==> src/rtl/seg_scan_pkg.sv <==
// Shared types and constants for the multiplexed seven-segment scanner.
package seg_scan_pkg;

   typedef enum logic [1:0] {
      IDLE  = 2'd0,
      BLANK = 2'd1,
      DRIVE = 2'd2
   } scan_state_t;

   localparam logic [6:0] SEG_OFF    = 7'b1111111;
   localparam logic [3:0] AN_OFF     = 4'b1111;
   localparam int         NUM_DIGITS = 4;

   // Active-low anode vector with only the selected digit enabled.
   function automatic logic [3:0] anode_sel(input logic [1:0] idx);
      logic [3:0] one_hot;
      one_hot = 4'b0001 << idx;
      return ~one_hot;
   endfunction

endpackage

==> src/rtl/seg_slot_timer.sv <==
// Slot counter for the digit scanner: counts 0..TICK_DIV-1 while run is high
// and flags the last blanking cycle and the last cycle of the slot.
module seg_slot_timer #(
   parameter int TICK_DIV  = 100000,
   parameter int BLANK_CYC = 1000
) (
   input  logic clk,
   input  logic rst,
   input  logic run,
   output logic blank_end,
   output logic slot_end
);

   localparam int            CW         = $clog2(TICK_DIV);
   localparam logic [CW-1:0] BLANK_LAST = CW'(BLANK_CYC - 1);
   localparam logic [CW-1:0] SLOT_LAST  = CW'(TICK_DIV - 1);

   logic [CW-1:0] cnt_reg;
   logic [CW-1:0] cnt_next;

   always_comb begin
      cnt_next = cnt_reg;
      if (!run) begin
         cnt_next = '0;
      end else if (cnt_reg == SLOT_LAST) begin
         cnt_next = '0;
      end else begin
         cnt_next = cnt_reg + CW'(1);
      end
   end

   always_ff @(posedge clk) begin
      if (rst) begin
         cnt_reg <= '0;
      end else begin
         cnt_reg <= cnt_next;
      end
   end

   assign blank_end = run && (cnt_reg == BLANK_LAST);
   assign slot_end  = run && (cnt_reg == SLOT_LAST);

endmodule

==> src/rtl/seg_mux_scan.sv <==
// Four-digit multiplexed seven-segment scanner with per-slot blanking and
// frame-latched patterns. Optional flashing is built when SEG_MUX_BLINK_EN is defined.
module seg_mux_scan
   import seg_scan_pkg::*;
#(
   parameter int TICK_DIV     = 100000,
   parameter int BLANK_CYC    = 1000,
   parameter int BLINK_FRAMES = 64
) (
   input  logic       clk,
   input  logic       rst,
   input  logic       en,
`ifdef SEG_MUX_BLINK_EN
   input  logic       blink,
`endif
   input  logic [6:0] d1,
   input  logic [6:0] d2,
   input  logic [6:0] d3,
   input  logic [6:0] d4,
   output logic [3:0] an,
   output logic [6:0] seg,
   output logic [1:0] digit_idx,
   output logic       frame_done
);

   if (TICK_DIV < 4 || TICK_DIV > (1 << 20) || BLANK_CYC < 1 ||
       BLANK_CYC > TICK_DIV - 2 || BLINK_FRAMES < 1) begin : g_param_check
      $error("seg_mux_scan: illegal parameter combination");
   end

   scan_state_t state_reg, state_next;
   logic [1:0]  digit_idx_reg, digit_idx_next;
   logic [3:0]  an_reg, an_next;
   logic [6:0]  seg_reg, seg_next;
   logic        frame_done_reg, frame_done_next;
   logic        load_shadow, frame_end, dark_next;
   logic        run, blank_end, slot_end;
   logic [6:0]  d_in   [NUM_DIGITS];
   logic [6:0]  shadow [NUM_DIGITS];

   assign run = en && (state_reg != IDLE);

   seg_slot_timer #(
      .TICK_DIV  (TICK_DIV),
      .BLANK_CYC (BLANK_CYC)
   ) u_timer (
      .clk       (clk),
      .rst       (rst),
      .run       (run),
      .blank_end (blank_end),
      .slot_end  (slot_end)
   );

   assign d_in[0] = d1;
   assign d_in[1] = d2;
   assign d_in[2] = d3;
   assign d_in[3] = d4;

   // Patterns are captured only at frame start so a digit never tears mid-frame.
   for (genvar gi = 0; gi < NUM_DIGITS; gi++) begin : g_shadow
      logic [6:0] pat_reg;
      always_ff @(posedge clk) begin
         if (rst) begin
            pat_reg <= '0;
         end else if (load_shadow) begin
            pat_reg <= d_in[gi];
         end
      end
      assign shadow[gi] = pat_reg;
   end

   always_ff @(posedge clk) begin
      if (rst) begin
         state_reg      <= IDLE;
         digit_idx_reg  <= '0;
         an_reg         <= AN_OFF;
         seg_reg        <= SEG_OFF;
         frame_done_reg <= 1'b0;
      end else begin
         state_reg      <= state_next;
         digit_idx_reg  <= digit_idx_next;
         an_reg         <= an_next;
         seg_reg        <= seg_next;
         frame_done_reg <= frame_done_next;
      end
   end

   always_comb begin
      state_next     = state_reg;
      digit_idx_next = digit_idx_reg;
      load_shadow    = 1'b0;
      frame_end      = 1'b0;
      if (!en) begin
         state_next     = IDLE;
         digit_idx_next = '0;
      end else begin
         case (state_reg)
            IDLE: begin
               state_next     = BLANK;
               digit_idx_next = '0;
               load_shadow    = 1'b1;
            end
            BLANK: begin
               if (blank_end) state_next = DRIVE;
            end
            DRIVE: begin
               if (slot_end) begin
                  state_next     = BLANK;
                  digit_idx_next = digit_idx_reg + 2'd1;
                  if (digit_idx_reg == 2'd3) begin
                     frame_end   = 1'b1;
                     load_shadow = 1'b1;
                  end
               end
            end
            default: begin
               state_next     = IDLE;
               digit_idx_next = '0;
            end
         endcase
      end
   end

   // Outputs are derived from the next state so they change on the same edge.
   always_comb begin
      an_next         = AN_OFF;
      seg_next        = SEG_OFF;
      frame_done_next = frame_end;
      if (state_next == DRIVE && !dark_next) begin
         an_next  = anode_sel(digit_idx_next);
         seg_next = ~shadow[digit_idx_next];
      end
   end

`ifdef SEG_MUX_BLINK_EN
   localparam int            FW         = (BLINK_FRAMES > 1) ? $clog2(BLINK_FRAMES) : 1;
   localparam logic [FW-1:0] FRAME_LAST = FW'(BLINK_FRAMES - 1);

   logic [FW-1:0] frame_cnt_reg, frame_cnt_next;
   logic          phase_reg, phase_next;
   logic          dark_reg;

   // Phase flips every BLINK_FRAMES frames; the blink request is sampled per frame.
   always_comb begin
      frame_cnt_next = frame_cnt_reg;
      phase_next     = phase_reg;
      dark_next      = dark_reg;
      if (state_next == IDLE) begin
         frame_cnt_next = '0;
         phase_next     = 1'b0;
         dark_next      = 1'b0;
      end else begin
         if (frame_end) begin
            if (frame_cnt_reg == FRAME_LAST) begin
               frame_cnt_next = '0;
               phase_next     = ~phase_reg;
            end else begin
               frame_cnt_next = frame_cnt_reg + FW'(1);
            end
         end
         if (load_shadow) dark_next = blink & phase_next;
      end
   end

   always_ff @(posedge clk) begin
      if (rst) begin
         frame_cnt_reg <= '0;
         phase_reg     <= 1'b0;
         dark_reg      <= 1'b0;
      end else begin
         frame_cnt_reg <= frame_cnt_next;
         phase_reg     <= phase_next;
         dark_reg      <= dark_next;
      end
   end
`else
   assign dark_next = 1'b0;
`endif

   assign an         = an_reg;
   assign seg        = seg_reg;
   assign digit_idx  = digit_idx_reg;
   assign frame_done = frame_done_reg;

endmodule

==> config.mk <==
export PLATFORM = sky130hd
export DESIGN_NAME = seg_mux_scan
export DESIGN_NICKNAME = d
export VERILOG_FILES = /design/src/rtl/seg_scan_pkg.sv /design/src/rtl/seg_slot_timer.sv /design/src/rtl/seg_mux_scan.sv
export SDC_FILE = /design/constraint.sdc
export NUM_CORES = 1
export LEC_CHECK = 0
export ABC_AREA = 1
export BUFFER_PORTS_ARGS = -buffer_cell sky130_fd_sc_hd__buf_2
export CORE_AREA = 4 4 86 88
export CTS_CLUSTER_DIAMETER = 120
export CTS_CLUSTER_SIZE = 14
export DETAILED_ROUTE_END_ITERATION = 10
export DIE_AREA = 0 0 90 92
export GPL_ROUTABILITY_DRIVEN = 1
export PLACE_DENSITY_LB_ADDON = 0.3
export SLEW_MARGIN = 20
export SYNTH_ARGS = -nofsm -noshare
export SYNTH_HDL_FRONTEND = slang
export SYNTH_HIERARCHICAL = 1
export SYNTH_SLANG_ARGS = --single-unit
==> constraint.sdc <==
create_clock -name clk -period 2.3 [get_ports clk]
set_clock_uncertainty 0.1 [all_clocks]
set_input_delay 0.115 -clock clk [delete_from_list [all_inputs] [get_ports clk]]
set_output_delay 0.115 -clock clk [all_outputs]
set_load 0.01 [all_outputs]
After elaboration in Yosys (flattened, before gate mapping):

Index checks and enable logic that the tools add are counted.

* reduce and logical (&&, ||, !) cells: 8
* equality and inequality tests: 6
* $add $sub $neg: 2
* muxes and demuxes: 14
* bitwise logic cells: 7
* shift operators: 1
* magnitude comparators: 1

Operators by type and width (count)
* 17-bit by 1-bit adder with 17-bit output, second input constant: 1
* 17-bit by 10-bit equality test with 1-bit output, second input constant: 1
* 17-bit equality test, second input constant: 1
* 7-bit binary-select mux with 2-bit select: 1
* 7-bit 2-to-1 mux: 2
* 2-bit 2-to-1 mux: 5
* 7-bit NOT: 1
* 2-bit equality test, second input constant: 3
* 2-bit case mux with 3 select lines: 1
* 3-bit OR reduction: 2
* 1-bit NOT: 4
* 4-bit NOT: 1
* 2-bit case mux with 2 select lines: 1
* 1-bit by 2-bit left shift with 4-bit output, first input constant: 1
* 3-bit >= comparator, second input constant: 1
* 1-bit logical AND: 3
* 1-bit 2-to-1 mux: 3
* 2-bit NOT with 3-bit output: 1
* 2-bit by 1-bit adder with 2-bit output, second input constant: 1
* 2-bit by 1-bit equality test with 1-bit output, second input constant: 1
* 2-bit zero test: 1
* 1-bit case mux with 2 select lines: 1
* 2-bit nonzero test: 1
* 2-bit OR reduction: 1

* input bits: 31
* output and inout port bits: 14
* register bits after elaboration: 61

Logic depth before layout (Yosys ltp):

* word-level depth: 11
* depth in mapped cells: 14
* mapped depth without buffers: 13

Cells and area by module:

Netlist, hierarchy kept.

By module, submodules not included
* seg_mux_scan: times used 1, cells each 252, area each 1906.8 um2, sequential area each 880.8 um2
* seg_slot_timer: times used 1, cells each 142, area each 983.4 um2, sequential area each 340.3 um2

Worst setup path before layout:

OpenSTA, ideal clock, no wires.

* path kind: register -> register
* start point: reg state_reg[0]
* end point: reg g_shadow[0].pat_reg[0]
* buffers on the path: 2
* stages on the path, launching flop included: 13
* required time: 2.081 ns
* arrival: 1.966 ns
* slack: 0.114 ns
* cells stage by stage: dfxtp_1 inv_1 ha_1 nor2_1 inv_1 nor3_1 nand2_2 nor2_1 o21ai_2 buf_6 buf_2 o21ai_0 a21oi_1

* word-level cells in the longest chain between the ends: 6

Ends and longest elaborated chain
* start: declaration: line seg_mux_scan.sv:31 `scan_state_t state_reg, state_next;`
* start signal: assignment: line seg_mux_scan.sv:80 `state_reg <= state_next;`
* 2-bit nonzero test: line seg_mux_scan.sv:41 `assign run = en && (state_reg != IDLE);`
* 1-bit logical AND: line seg_mux_scan.sv:41
* named net run: line seg_mux_scan.sv:37 `logic run, blank_end, slot_end;`
* 1-bit logical AND: line seg_slot_timer.sv:41 `assign slot_end = run && (cnt_reg == SLOT_LAST);`
* named net slot_end: line seg_mux_scan.sv:37
* 1-bit 2-to-1 mux: line seg_mux_scan.sv:107 `if (slot_end) begin`
* 1-bit case mux with 2 select lines: line seg_mux_scan.sv:97 `case (state_reg)`
* 1-bit 2-to-1 mux: line seg_mux_scan.sv:93 `if (!en) begin`
* end signal: assignment: line seg_mux_scan.sv:66 `pat_reg <= d_in[gi];`
* end: declaration: line seg_mux_scan.sv:61 `logic [6:0] pat_reg;`

The timed path passes the listed nets, and every way through them passes these cells.
A chain may end at the register's enable or synchronous reset.

Worst setup path after layout:

* start point: reg state_reg[1]
* end point: reg an_reg[3], in the netlist an[3]

* word-level cells in the longest chain between the ends: 9

Ends and longest elaborated chain
* 2-bit nonzero test: line seg_mux_scan.sv:41
* 1-bit logical AND: line seg_mux_scan.sv:41
* named net run: line seg_mux_scan.sv:37
* 1-bit logical AND: line seg_slot_timer.sv:40 `assign blank_end = run && (cnt_reg == BLANK_LAST);`
* named net blank_end: line seg_mux_scan.sv:37
* 2-bit 2-to-1 mux: line seg_mux_scan.sv:104 `if (blank_end) state_next = DRIVE;`
* 2-bit case mux with 3 select lines: line seg_mux_scan.sv:97
* 2-bit 2-to-1 mux: line seg_mux_scan.sv:93
* 2-bit equality test: line seg_mux_scan.sv:129 `if (state_next == DRIVE && !dark_next) begin`
* 1-bit NOT (no source line)
* 2-bit OR reduction (no source line)
* end signal: assignment: line seg_mux_scan.sv:82 `an_reg <= an_next;`
* end: declaration: line seg_mux_scan.sv:33 `logic [3:0] an_reg, an_next;`

The timed path passes the listed nets, and every way through them passes these cells.

==> key figures <==
Timing
  • Peak Freq: 467 MHz
  • Slew @ Worst Pin: 651 ps
  • Setup WS post-layout: 158 ps
  • Final hold slack: ~100 ps
  • Tmin final: 2140 ps
  • Tcrit/Tclk final: between 90 and 100%
  • Final Hold Fails: 0
  • Setup TNS: 0 ps
  • Rel. slew slack: around 57%
  • Max Transition Viols Final: 0
  • Final setup violation count: 0

Critical path
  • Slowest cell on the critical path: dfxtp_1
  • Worst path cell trace: inv_1, ha_1, nor2_2, nand2_1, nor2_1, nand3_1, nor2_1, inv_1, o21ai_0, nand3_1, nor2_2, buf_6, nand3_1
  • Critical path startpoint category: flip-flop
  • Critical path capture point type: flip-flop
  • Crit path DAT: 2240 ps
  • Stages on the worst setup path: 13
  • Crit-path max FO: 11
  • Kind of critical path: flip-flop to flip-flop
  • Crit path buf inv count: 3
  • R2R cell count: 13
  • CP peak stage delay: 360 ps
  • CP top delay family: simple AND/OR/NAND/NOR gates
  • CP required: between 2000 and 2500 ps
  • Crit-path most repeated cell: nand3_1

Die
  • Die area: 8280 sq um
  • Starting Density: a little over two fifths
  • Placeable core area: ~6600 sq um
  • Die W: 90 um
  • Ports: 45
  • Die height: 92 um
  • FP Rows: 30

Finish
  • Share of cells above drive strength 1: 20.9%
  • Post-route cell area: 3770 sq um
  • Nets: 518
  • Area growth syn-to-layout: 30.5%
  • Diode count: 0
  • Max FFs per register: 28

Global routing
  • Initial antenna violation count: 0
  • First-pass GRT wire length: 11300 um
  • Met1 GRT Util: 21.7%
  • Total grt overflow: 0
  • Pin count of the biggest net entering global routing: 35
  • GR Util met3: under 10%
  • Met2 Usage GRT: 26.1%
  • GRT Overall Usage: 16.8%
  • Vias in the first global route: 2502
  • GRT busiest layer: met2

Power and ir drop
  • Power Dens Cells: approximately 600 nW/um^2
  • Worst vdd ir: 0.361 mV
  • Leakage: 0.00158 uW
  • Final Total Pwr: 2260 uW

Routing
  • First DRT Iteration DRCs: 117
  • DR vias/cell: 4.81
  • Total number of vias: 2707
  • DRT Wirelength: 6740 um
  • Pre-antenna DRT Iters: 4
  • DRC Markers: 0
  • Final ANT Viol Nets: 0
  • Wirelength per Cell: 12.0 um

Job
  • Max Cap Viol: 0

CTS
  • CTS tree: built
  • CTS clock-pin slew for the worst setup and hold paths: about 60 ps
  • Clock buffer count from CTS: 9
  • CTS Buffer Depth: 2
  • Sink Count: 61
  • Clock root buffer: clkbuf_8
  • CTS H-Tree Depth: 3
  • Worst-Skew Late Latency: approximately 340 ps

Synth
  • Synth Area per Inst: 7.34 sq um
  • Post-synthesis cell count: 394
  • Syn Std Cell Area: 2890 sq um
  • #FFs+latches synth: just over 60
  • Yosys warnings: 6
  • Register area share after synthesis: 42.3%
  • Post-synthesis cell type count: 29
  • Post-Syn Nets: between 400 and 500

Place
  • Routability cong.: between 0.8 and 0.9
  • Port buffer count: 44
  • Hpwl dp: between 4000 and 5000 um
  • Dpl cell area: 3240 sq um
  • Post-place setup slack: -21.6 ps

Worst hold path
  • Worst hold-check path type: primary input to flip-flop
  • Hold depth: 3

Outcome
  • Status: finished, final reports clean
-- cells in the final DEF, fill, tap and decap left out, types with 5 or more instances in the layout --
cell / synthesis / layout
nor2_2: 11 / 14
nand4_1: 5 / 5
nand3_1: 39 / 38
dfxtp_1: 61 / 61
buf_2: 5 / 44
dlygate4sd3_1: 0 / 29
ha_1: 8 / 8
buf_4: 1 / 10
nor2_1: 33 / 30
nand2_1: 82 / 82
clkbuf_8: 0 / 11
xor2_1: 8 / 8
o21ai_0: 27 / 27
inv_1: 54 / 54
a21oi_1: 29 / 29
-- metrics by stage --
step / std cells / util, %
floorplan: 394 / -
global placement: 518 / 48.8
detailed placement: 518 / 48.8
CTS: 562 / 56.3
global route: 563 / 56.8
finish: 563 / 56.8
-- report_power, final --
group          internal (uW)  total [uW]  leakage, uW  switching [uW]
combinational            101         208     0.000979             106
sequential              1100        1110     0.000499            9.94
clock                    549         949     0.000101             400
total                   1750        2260      0.00158             516
-- layout make-up --
cell class	count	area (sq um)
Clock buffer	11	151
Clock inverter	4	47.5
Fill cell	617	2870
Inverter	54	203
Multi-Input combinational cell	266	1400
Sequential cell	61	1220
Tap cell	80	100
Timing Repair Buffer	87	648
-- worst min-delay path, delay by kind of cell --
family | cells | cell delay [ps]
buffers and inverters | 2 | 280
and+or+nand+nor | 1 | 80
-- path summary, 6_finish.rpt --
kind,to,from,slack [ps]
worst min-delay path,frame_done,en,100
worst max-delay path,an[3],state_reg[1],160
worst min register to register,g_shadow[3].pat_reg[5],g_shadow[3].pat_reg[5],360
worst max register to register,an[3],state_reg[1],160
-- layer usage --
| layer | wire length [um] | part of all wire (%) | vias to the layer above |
|---|---|---|---|
| li1 | - | - | 1422 |
| met1 | 3090 | 46 | 1218 |
| met2 | 3220 | 48 | 50 |
| met3 | 267 | 4.0 | 17 |
| met4 | 167 | 2.5 | 0 |
| met5 | 0 | 0 | - |
-- what timing repair did --
item / CTS / global route
gates cloned: 0 / 0
endpoints found under the setup margin: 3 / 39
endpoints found under the hold margin: 31 / 0
pin swaps: 0 / 1
setup buffers: 0 / 1
hold buffers: 29 / 0
resized for setup: 1 / 7
-- synth_stat cells --
master / instances / share of area, %
xnor2_1: 1 / 0.30
ha_1: 8 / 3.5
o21bai_1: 3 / 0.78
nor4_1: 3 / 0.65
nand2_4: 2 / 0.78
nand4_1: 5 / 1.1
a21oi_4: 1 / 0.56
nor2_1: 33 / 4.3
nor3_2: 2 / 0.69
o21ai_0: 27 / 4.7
xor2_1: 8 / 2.4
nand3_1: 39 / 6.8
nor2_2: 11 / 2.4
nor3_1: 2 / 0.35
buf_6: 3 / 1.2
nand2_2: 3 / 0.65
buf_4: 1 / 0.26
buf_12: 1 / 0.69
a21oi_2: 1 / 0.30
buf_2: 5 / 0.87
inv_1: 54 / 7.0
o21ai_2: 1 / 0.30
nand3_2: 2 / 0.69
o21ai_1: 2 / 0.35
nand2_1: 82 / 11
dfxtp_1: 61 / 42
clkbuf_1: 3 / 0.39
and2_1: 1 / 0.22
a21oi_1: 29 / 5.0
-- cells by family after synthesis --
| kind of cell | share of synthesized area (%) |
|---|---|
| buffers and inverters | 10.4 |
| xor gates and xnor gates | 2.73 |
| DFF | 42.3 |
| and+or+nand+nor | 29.2 |
| adders and majority gates | 3.46 |
| AOI/OAI and AO/OA | 12.0 |
(Power assumes the default switching activity.)
